**src/rtl/sweep_pkg.sv**
```systemverilog
// Shared definitions for the frequency-sweep controller.
package sweep_pkg;

    localparam int PW_DEF = 16;
    localparam int CW_DEF = 16;

    typedef enum logic {
        ST_IDLE = 1'b0,
        ST_RUN  = 1'b1
    } state_t;

endpackage

```
**src/rtl/sweep_next_inc.sv**
```systemverilog
// Combinational next-increment stepper: moves cur one step toward stop,
// clamped so it never overshoots stop or wraps.
module sweep_next_inc #(
    parameter int PW = 16
) (
    input  logic [PW-1:0] cur_i,
    input  logic [PW-1:0] stop_i,
    input  logic [PW-1:0] step_i,
    output logic [PW-1:0] nxt_o,
    output logic          at_stop_o
);

    logic [PW:0] gap;
    logic [PW:0] step_ext;

    always_comb begin
        step_ext  = {1'b0, step_i};
        gap       = '0;
        nxt_o     = stop_i;
        at_stop_o = (cur_i == stop_i);
        if (stop_i > cur_i) begin
            gap = {1'b0, stop_i} - {1'b0, cur_i};
            // a zero step jumps straight to stop so the sweep cannot stall
            if (step_i != '0 && gap > step_ext) begin
                nxt_o = cur_i + step_i;
            end
        end else if (cur_i > stop_i) begin
            gap = {1'b0, cur_i} - {1'b0, stop_i};
            if (step_i != '0 && gap > step_ext) begin
                nxt_o = cur_i - step_i;
            end
        end
    end

endmodule

```
**src/rtl/sweep_ctrl.sv**
```systemverilog
// Stepped-frequency sweep controller driving the sine generator phasein.
// state   | meaning
// ST_IDLE | no sweep; phasein holds last value
// ST_RUN  | sweep in progress; each increment held for max(dwell,1) cycles
module sweep_ctrl
    import sweep_pkg::*;
#(
    parameter int PW = PW_DEF,
    parameter int CW = CW_DEF
) (
    input  logic          clock,
    input  logic          reset,
    input  logic          start,
    input  logic          abort,
    input  logic          loop,
    input  logic [PW-1:0] f_start,
    input  logic [PW-1:0] f_stop,
    input  logic [PW-1:0] f_step,
    input  logic [CW-1:0] dwell,
    output logic [PW-1:0] phasein,
    output logic          busy,
    output logic          done
);

    state_t        state_q,   state_d;
    logic [PW-1:0] phasein_q, phasein_d;
    logic [CW-1:0] cnt_q,     cnt_d;
    logic          busy_q,    busy_d;
    logic          done_q,    done_d;
    logic [PW-1:0] fstart_q,  fstart_d;
    logic [PW-1:0] fstop_q,   fstop_d;
    logic [PW-1:0] fstep_q,   fstep_d;
    logic [CW-1:0] dwell_q,   dwell_d;
    logic          loop_q,    loop_d;

    logic [PW-1:0] nxt_inc;
    logic          at_stop;

    function automatic logic [CW-1:0] reload(input logic [CW-1:0] d);
        return (d == '0) ? '0 : d - CW'(1);
    endfunction

    sweep_next_inc #(.PW(PW)) u_next (
        .cur_i     (phasein_q),
        .stop_i    (fstop_q),
        .step_i    (fstep_q),
        .nxt_o     (nxt_inc),
        .at_stop_o (at_stop)
    );

    always_comb begin
        state_d   = state_q;
        phasein_d = phasein_q;
        cnt_d     = cnt_q;
        busy_d    = busy_q;
        done_d    = 1'b0;
        fstart_d  = fstart_q;
        fstop_d   = fstop_q;
        fstep_d   = fstep_q;
        dwell_d   = dwell_q;
        loop_d    = loop_q;
        if (abort) begin
            state_d   = ST_IDLE;
            phasein_d = '0;
            cnt_d     = '0;
            busy_d    = 1'b0;
        end else begin
            unique case (state_q)
                ST_IDLE: begin
                    if (start) begin
                        fstart_d  = f_start;
                        fstop_d   = f_stop;
                        fstep_d   = f_step;
                        dwell_d   = dwell;
                        loop_d    = loop;
                        phasein_d = f_start;
                        cnt_d     = reload(dwell);
                        busy_d    = 1'b1;
                        state_d   = ST_RUN;
                    end
                end
                ST_RUN: begin
                    if (cnt_q != '0) begin
                        cnt_d = cnt_q - CW'(1);
                    end else if (!at_stop) begin
                        phasein_d = nxt_inc;
                        cnt_d     = reload(dwell_q);
                    end else begin
                        done_d = 1'b1;
                        if (loop_q) begin
                            phasein_d = fstart_q;
                            cnt_d     = reload(dwell_q);
                        end else begin
                            busy_d  = 1'b0;
                            state_d = ST_IDLE;
                        end
                    end
                end
                default: state_d = ST_IDLE;
            endcase
        end
    end

    always_ff @(posedge clock or negedge reset) begin
        if (!reset) begin
            state_q   <= ST_IDLE;
            phasein_q <= '0;
            cnt_q     <= '0;
            busy_q    <= 1'b0;
            done_q    <= 1'b0;
            fstart_q  <= '0;
            fstop_q   <= '0;
            fstep_q   <= '0;
            dwell_q   <= '0;
            loop_q    <= 1'b0;
        end else begin
            state_q   <= state_d;
            phasein_q <= phasein_d;
            cnt_q     <= cnt_d;
            busy_q    <= busy_d;
            done_q    <= done_d;
            fstart_q  <= fstart_d;
            fstop_q   <= fstop_d;
            fstep_q   <= fstep_d;
            dwell_q   <= dwell_d;
            loop_q    <= loop_d;
        end
    end

    assign phasein = phasein_q;
    assign busy    = busy_q;
    assign done    = done_q;

endmodule

```
**config.mk**
```make
export PLATFORM = sky130hd
export DESIGN_NAME = sweep_ctrl
export DESIGN_NICKNAME = d
export VERILOG_FILES = /design/src/rtl/sweep_pkg.sv /design/src/rtl/sweep_next_inc.sv /design/src/rtl/sweep_ctrl.sv
export SDC_FILE = /design/constraint.sdc
export NUM_CORES = 1
export LEC_CHECK = 0
export CAP_MARGIN = 10
export CORE_ASPECT_RATIO = 1.75
export CORE_MARGIN = 4
export CORE_UTILIZATION = 45
export DETAILED_ROUTE_END_ITERATION = 7
export GPL_ROUTABILITY_DRIVEN = 0
export PLACE_DENSITY_LB_ADDON = 0.05
export SYNTH_ARGS = -nofsm -noshare
export SYNTH_HDL_FRONTEND = slang
export SYNTH_SLANG_ARGS = --single-unit
```
**constraint.sdc**
```tcl
create_clock -name clock -period 4.5 [get_ports clock]
set_input_delay 1.35 -clock clock [delete_from_list [all_inputs] [get_ports clock]]
set_output_delay 1.35 -clock clock [all_outputs]
set_load 0.01 [all_outputs]
```
==> flow_summary.ini, run 1 <==
[run_status]
outcome = finished, violations left
failed_checks = setup timing

[finish]
layout.cells.non_filler = 1551
fin_nets = 1473
mostFrequentLayoutCells = nand2_1 (196), dfrtp_1 (99), ha_1 (98), o21ai_0 (97), clkdlybuf4s50_1 (85)
area_growth_pct = 24.91
multiInputGateArea_um2 = 6299
register_area_um2 = 2504
final_common_cell = nand2_1
utilization_pct = 57.29
drive_gt1_share_pct = 13.17
antenna_cells = 0
fill_cells = 1933

[floorplanning]
initial_core_util_pct = 45.87
coreArea_um2 = 19820
die_y_um = 196.0
die_area_um2 = 22630
die_w_um = 115.5
rows = 68
io_pins = 87

[critical_path]
critical_path_required_ns = 4.78
crit_arrival_ns = 4.92
start_kind = flip-flop
cp-end-kind = flip-flop
crit_type = reg -> reg
crit_path_max_fanout = 7

[routing]
ant_nets = 0
avgViaCountPerCell = 5.794
drt_iter0_markers = 449
drc_errors = 0
wirelength_mm = 31.90
vias = 8987
dr.pass1.iters = 5
wire_per_inst_um = 20.57

[sta]
fin_crit_sh_pct = 103.1
setup_violations = 11
rsz0062_at_grt = true
slew_headroom_pct = 44.15
post-route-min-period_ns = 4.641
hold_viol_final = 0
tns_ns = -0.8351
finalClockSkew_ns = 0.008183
fmax_mhz = 215.5
worst_pin_slew_ns = 0.8301
maxSlewViolCount = 0
fin_ws_ns = -0.1411

[power_and_ir_drop]
ir_drop_mv = 0.4520
p_leak_nw = 5.150
powerDensity_nw_per_um2 = 725.2

[clocking]
cts_max_level = 3
clk_pin_slew_ns = 0.08
root_buffer = clkbuf_16
cts_buffers = 9
cts.sink_count = 100
cts_tree = done
cts.path.max_buffers = 2
insertion_delay_ns = 0.37
cts.hold.buffers_added = 0

[yosys]
synth_edf_count = 0
syn_avg_cell_area_um2 = 7.785
yosysWarningCount = 0
synth_area_um2 = 9092
synth_async_sr_flop_share_pct = 100.0
seq_area_frac_synth_pct = 27.52
synthCells = 1168
yosys_register_bits = 100
netlist-cell-type-count = 73
syn_nets = 1340
synth_ff_type = dfrtp_1

[job]
cap_viol_max_count = 0

[worst_hold_path]
hold_path.class = reg -> reg

[global_route]
grt_pass1_vias = 9165
grt_max_degree = 60
grt.overflow.total = 0
grt_pass1_wl_mm = 48.30
grt_usage_pct = 27.95
grt_antenna_before_repair = 0

[placed_design]
dpl.cell_count = 1526
dp_hpwl_mm = 25.69
port_buffers = 86
sequential cells by signal, indices dropped and copies added (netlist names):
register,cells
cnt_q,16
dwell_q,16
fstart_q,16
fstep_q,16
fstop_q,16
phasein,16
busy,1
done,1
loop_q,1
state_q,1
stage by stage:
| step | setup slack [ns] | hold WS [ns] | cell area [µm²] | power [W] |
|---|---|---|---|---|
| after floorplan | 0.02731 | 0.4404 | 9100 | 0.004660 |
| after global placement | -0.1189 | 0.4528 | 10690 | 0.006468 |
| after detailed placement | -0.3316 | 0.4574 | 10690 | 0.006541 |
| after CTS | 0.02463 | 0.4764 | 11080 | 0.007600 |
| after global routing | -0.3223 | 0.4876 | 11360 | 0.008750 |
| final | -0.1411 | 0.4721 | 11360 | 0.008236 |
path summary, 6_finish.rpt:
path / cells past startpoint / slack (ns) / endpoint / startpoint
max: 21 / -0.14 / phasein[4] / phasein[3]
min: 2 / 0.47 / fstart_q[9] / fstart_q[9]
max reg2reg: 21 / -0.14 / phasein[4] / phasein[3]
min reg2reg: 2 / 0.47 / fstart_q[9] / fstart_q[9]
max in group asynchronous: 2 / 2.69 / fstep_q[14] / reset
min in group asynchronous: 1 / 1.07 / dwell_q[12] / reset
where the power goes:
part	leakage, nW	total (W)	switching [W]	internal (W)
clock network	0.159	0.000900	0.000403	0.000497
logic	3.75	0.00601	0.00328	0.00273
registers	1.25	0.00132	0.000229	0.00109
total	5.15	0.00824	0.00391	0.00432
cells in the mapped netlist, types with 29 or more instances:
cell type	n	area share, %
xnor2_1	40	3.9
nor2_1	78	3.2
xor2_1	35	3.4
inv_1	82	3.4
dfrtp_1	100	28
a21oi_1	81	4.5
nor3_1	29	1.6
o21ai_0	108	5.9
ha_1	99	14
nand2_1	198	8.2
clkbuf_1	30	1.2
cells by family after synthesis:
kind of cell | synth area share [%]
compound gates | 23.06
xor+xnor | 7.224
fa+ha+maj | 14.50
buf+inv | 5.945
flops | 27.52
mux | 1.046
simple gates | 20.70
critical path: stages, from the launching register on:
cell and delay (ns):
dfrtp_1 0.42, inv_1 0.06, ha_1 0.38, a21o_1 0.20
a21oi_1 0.13, o21ai_1 0.12, a31oi_1 0.29, o21bai_1 0.10
a21oi_1 0.39, o21ai_0 0.20, xor2_1 0.18, ha_1 0.24
a2111oi_4 0.38, o21ai_1 0.14, o31ai_2 0.28, o211ai_2 0.18
buf_12 0.16, buf_12 0.12, mux2i_1 0.11, o211ai_1 0.17
a21oi_1 0.06, a221oi_1 0.23
routing by layer:
metal / global-route usage [%] / share of wire (%)
met5: 0 / 0
met4: 16.23 / 5.9
met3: 3.272 / 3.2
met2: 52.88 / 55
met1: 28.54 / 36
what timing repair did:
action / CTS / global route
endpoints found under the setup margin: 16 / 16
endpoints found under the hold margin: 0 / 0
pin swaps: 11 / 23
gates resized for setup: 17 / 57
gates cloned: 0 / 0
buffers inserted: 1 / 9
final cells by class:
cell class	instances	area share (%)
Inverter	82	2.710
Clock inverter	7	0.9254
Tap cell	245	2.699
Sequential cell	100	22.04
Clock buffer	9	1.983
Timing Repair Buffer	174	14.18
Multi-Input combinational cell	934	55.46
No activity file was read; power rests on OpenSTA's default activity.
==> run 2, diff against run 1 <==
--- a/config.mk
+++ b/config.mk
@@ -8,9 +8,11 @@
 export CAP_MARGIN = 10
 export CORE_ASPECT_RATIO = 1.75
 export CORE_MARGIN = 4
-export CORE_UTILIZATION = 45
+export CORE_UTILIZATION = 25
+export CTS_CLUSTER_DIAMETER = 40
 export DETAILED_ROUTE_END_ITERATION = 7
 export GPL_ROUTABILITY_DRIVEN = 0
+export MAX_ROUTING_LAYER = met4
 export PLACE_DENSITY_LB_ADDON = 0.05
 export SYNTH_ARGS = -nofsm -noshare
 export SYNTH_HDL_FRONTEND = slang
==> run 2 against run 1 <==
  * The run now ends clean
  * Non-clock buffer count up 19
  * Largest cell class unchanged
  * Flip-flop and latch count unchanged
  * Wire length is 19% higher
  * Highest routed layer unchanged
  * Register-to-register slack better by 0.23 ns
  * Clock skew rose by 0.0037 ns
  * Global-route usage decreased by 8.2 points
  * Final cell count is 16% higher
==> flow_summary.ini, run 2 (same netlist as run 1, synthesis figures left out) <==
[run_status]
outcome = completed

[routing]
drc_errors = 0
vias = 8842
wirelength_mm = 38.04
ant_nets = 0
wire_per_inst_um = 21.22
dr.pass1.iters = 5
avgViaCountPerCell = 4.931
drt_iter0_markers = 286

[clocking]
cts_max_level = 3
cts_tree = done
cts.path.max_buffers = 2
cts.sink_count = 100
clk_pin_slew_ns = 0.08
insertion_delay_ns = 0.39
cts.hold.buffers_added = 0
root_buffer = clkbuf_16
cts_buffers = 9

[floorplanning]
die_area_um2 = 39610
initial_core_util_pct = 25.24
die_w_um = 152.2
die_y_um = 260.3
rows = 92
coreArea_um2 = 36030
io_pins = 87

[global_route]
grt_max_degree = 57
grt_pass1_wl_mm = 57.69
grt_usage_pct = 19.71
grt_antenna_before_repair = 0
grt_pass1_vias = 9552
grt.overflow.total = 0

[sta]
fin_crit_sh_pct = 98.03
rsz0062_at_grt = true
slew_headroom_pct = 33.10
finalClockSkew_ns = 0.01188
setup_violations = 0
fin_ws_ns = 0.08862
maxSlewViolCount = 0
whs_ns = 0.4725
post-route-min-period_ns = 4.411
hold_viol_final = 0
fmax_mhz = 226.7
worst_pin_slew_ns = 0.9783

[critical_path]
cp_slowest_cell = dfrtp_1
cp-end-kind = flip-flop
critical_path_required_ns = 4.80
path_cells = inv_2, ha_4, inv_2, fa_2, a211oi_2, o21bai_1, a21oi_2, o22ai_2, or2_4, a21o_1, a21oi_2, xnor2_1, ha_1, buf_4, o21a_1, o21ai_1, a221oi_2, o31ai_2, o211ai_2, o21ai_4, buf_6, o32ai_4, o21ai_1, a41oi_1
start_kind = flip-flop
crit_path_max_fanout = 5
slowest_delay_ns = 0.39
crit_type = reg -> reg
rrSetupSlack_ns = 0.09
crit_arrival_ns = 4.71

[finish]
drive_gt1_share_pct = 14.13
register_area_um2 = 2504
final_common_cell = nand2_1
fill_cells = 3875
area_growth_pct = 28.84
multiInputGateArea_um2 = 6270
antenna_cells = 0
fin_nets = 1492
mostFrequentLayoutCells = nand2_1 (197), o21ai_0 (99), dfrtp_1 (99), ha_1 (98), buf_4 (97)

[placed_design]
pre_cts_ws_ns = -0.3716
port_buffers = 86
dp_hpwl_mm = 31.32

[job]
cap_viol_max_count = 0

[worst_hold_path]
hold_path.class = reg -> reg

[power_and_ir_drop]
p_leak_nw = 5.216
ir_drop_mv = 0.2104
powerDensity_nw_per_um2 = 703.1
==> run 2: cell types whose count changed in the layout (fill, tap and decap cells not counted), sizes merged <==
cell,before,now
inv,85,83
buf,89,108
clkinvlp,1,0
clkbuf,9,10
==> run 2: routing by layer <==
layer | up-vias | wire length [µm] | GRT usage, %
met5 | - | 0 | -
met4 | 0 | 1413 | 8.748
met3 | 56 | 638 | 1.626
met2 | 134 | 21830 | 39.16
met1 | 4225 | 14160 | 19.24
li1 | 4427 | - | -
==> run 2: metrics by stage <==
step                      cells  setup TNS (ns)  power (W)  util (%)  area, µm²
after global routing       1793          -1.691   0.008937     32.51      11720
after detailed placement   1770          -3.945   0.006816     30.80      11100
final                      1793               0   0.008237     32.51      11720
after CTS                  1789               0   0.008003     32.05      11550
after floorplan            1168               0   0.004660         -       9100
after global placement     1770          -1.721   0.006831     30.80      11100
==> run 2: final cells by class <==
class / instances / share of cell area, %
Clock buffer: 10 / 2.040
Clock inverter: 4 / 0.6301
Inverter: 82 / 2.627
Multi-Input combinational cell: 934 / 53.52
Sequential cell: 100 / 21.37
Tap cell: 470 / 5.020
Timing Repair Buffer: 193 / 14.79
==> run 2: report_power, final <==
part           internal (W)  switching (W)
logic               0.00267        0.00333
clock network      0.000499       0.000412
registers           0.00109       0.000226
==> run 2: final timing paths <==
path | depth (start not counted) | startpoint | end
setup / recovery | 24 | fstop_q[0] | phasein[6]
hold / removal | 2 | fstart_q[9] | fstart_q[9]
setup reg to reg | 24 | fstop_q[0] | phasein[6]
hold reg to reg | 2 | fstart_q[9] | fstart_q[9]
max in group asynchronous | 2 | reset | fstep_q[1]
min in group asynchronous | 1 | reset | fstart_q[13]
==> run 2: timing repair <==
action / CTS / global route
setup endpoints to repair: 16 / 16
hold endpoints to repair: 0 / 0
pin swaps: 15 / 19
setup buffers: 4 / 4
gates resized for setup: 27 / 37
gates cloned: 1 / 0
==> run 2: worst max-delay path, delay by kind of cell (launching register included) <==
kind            cells  cell delay, ns
flops               1            0.39
fa+ha+maj           3            0.82
xor+xnor            1            0.09
compound gates     15            2.39
simple gates        1            0.24
buf+inv             4            0.40
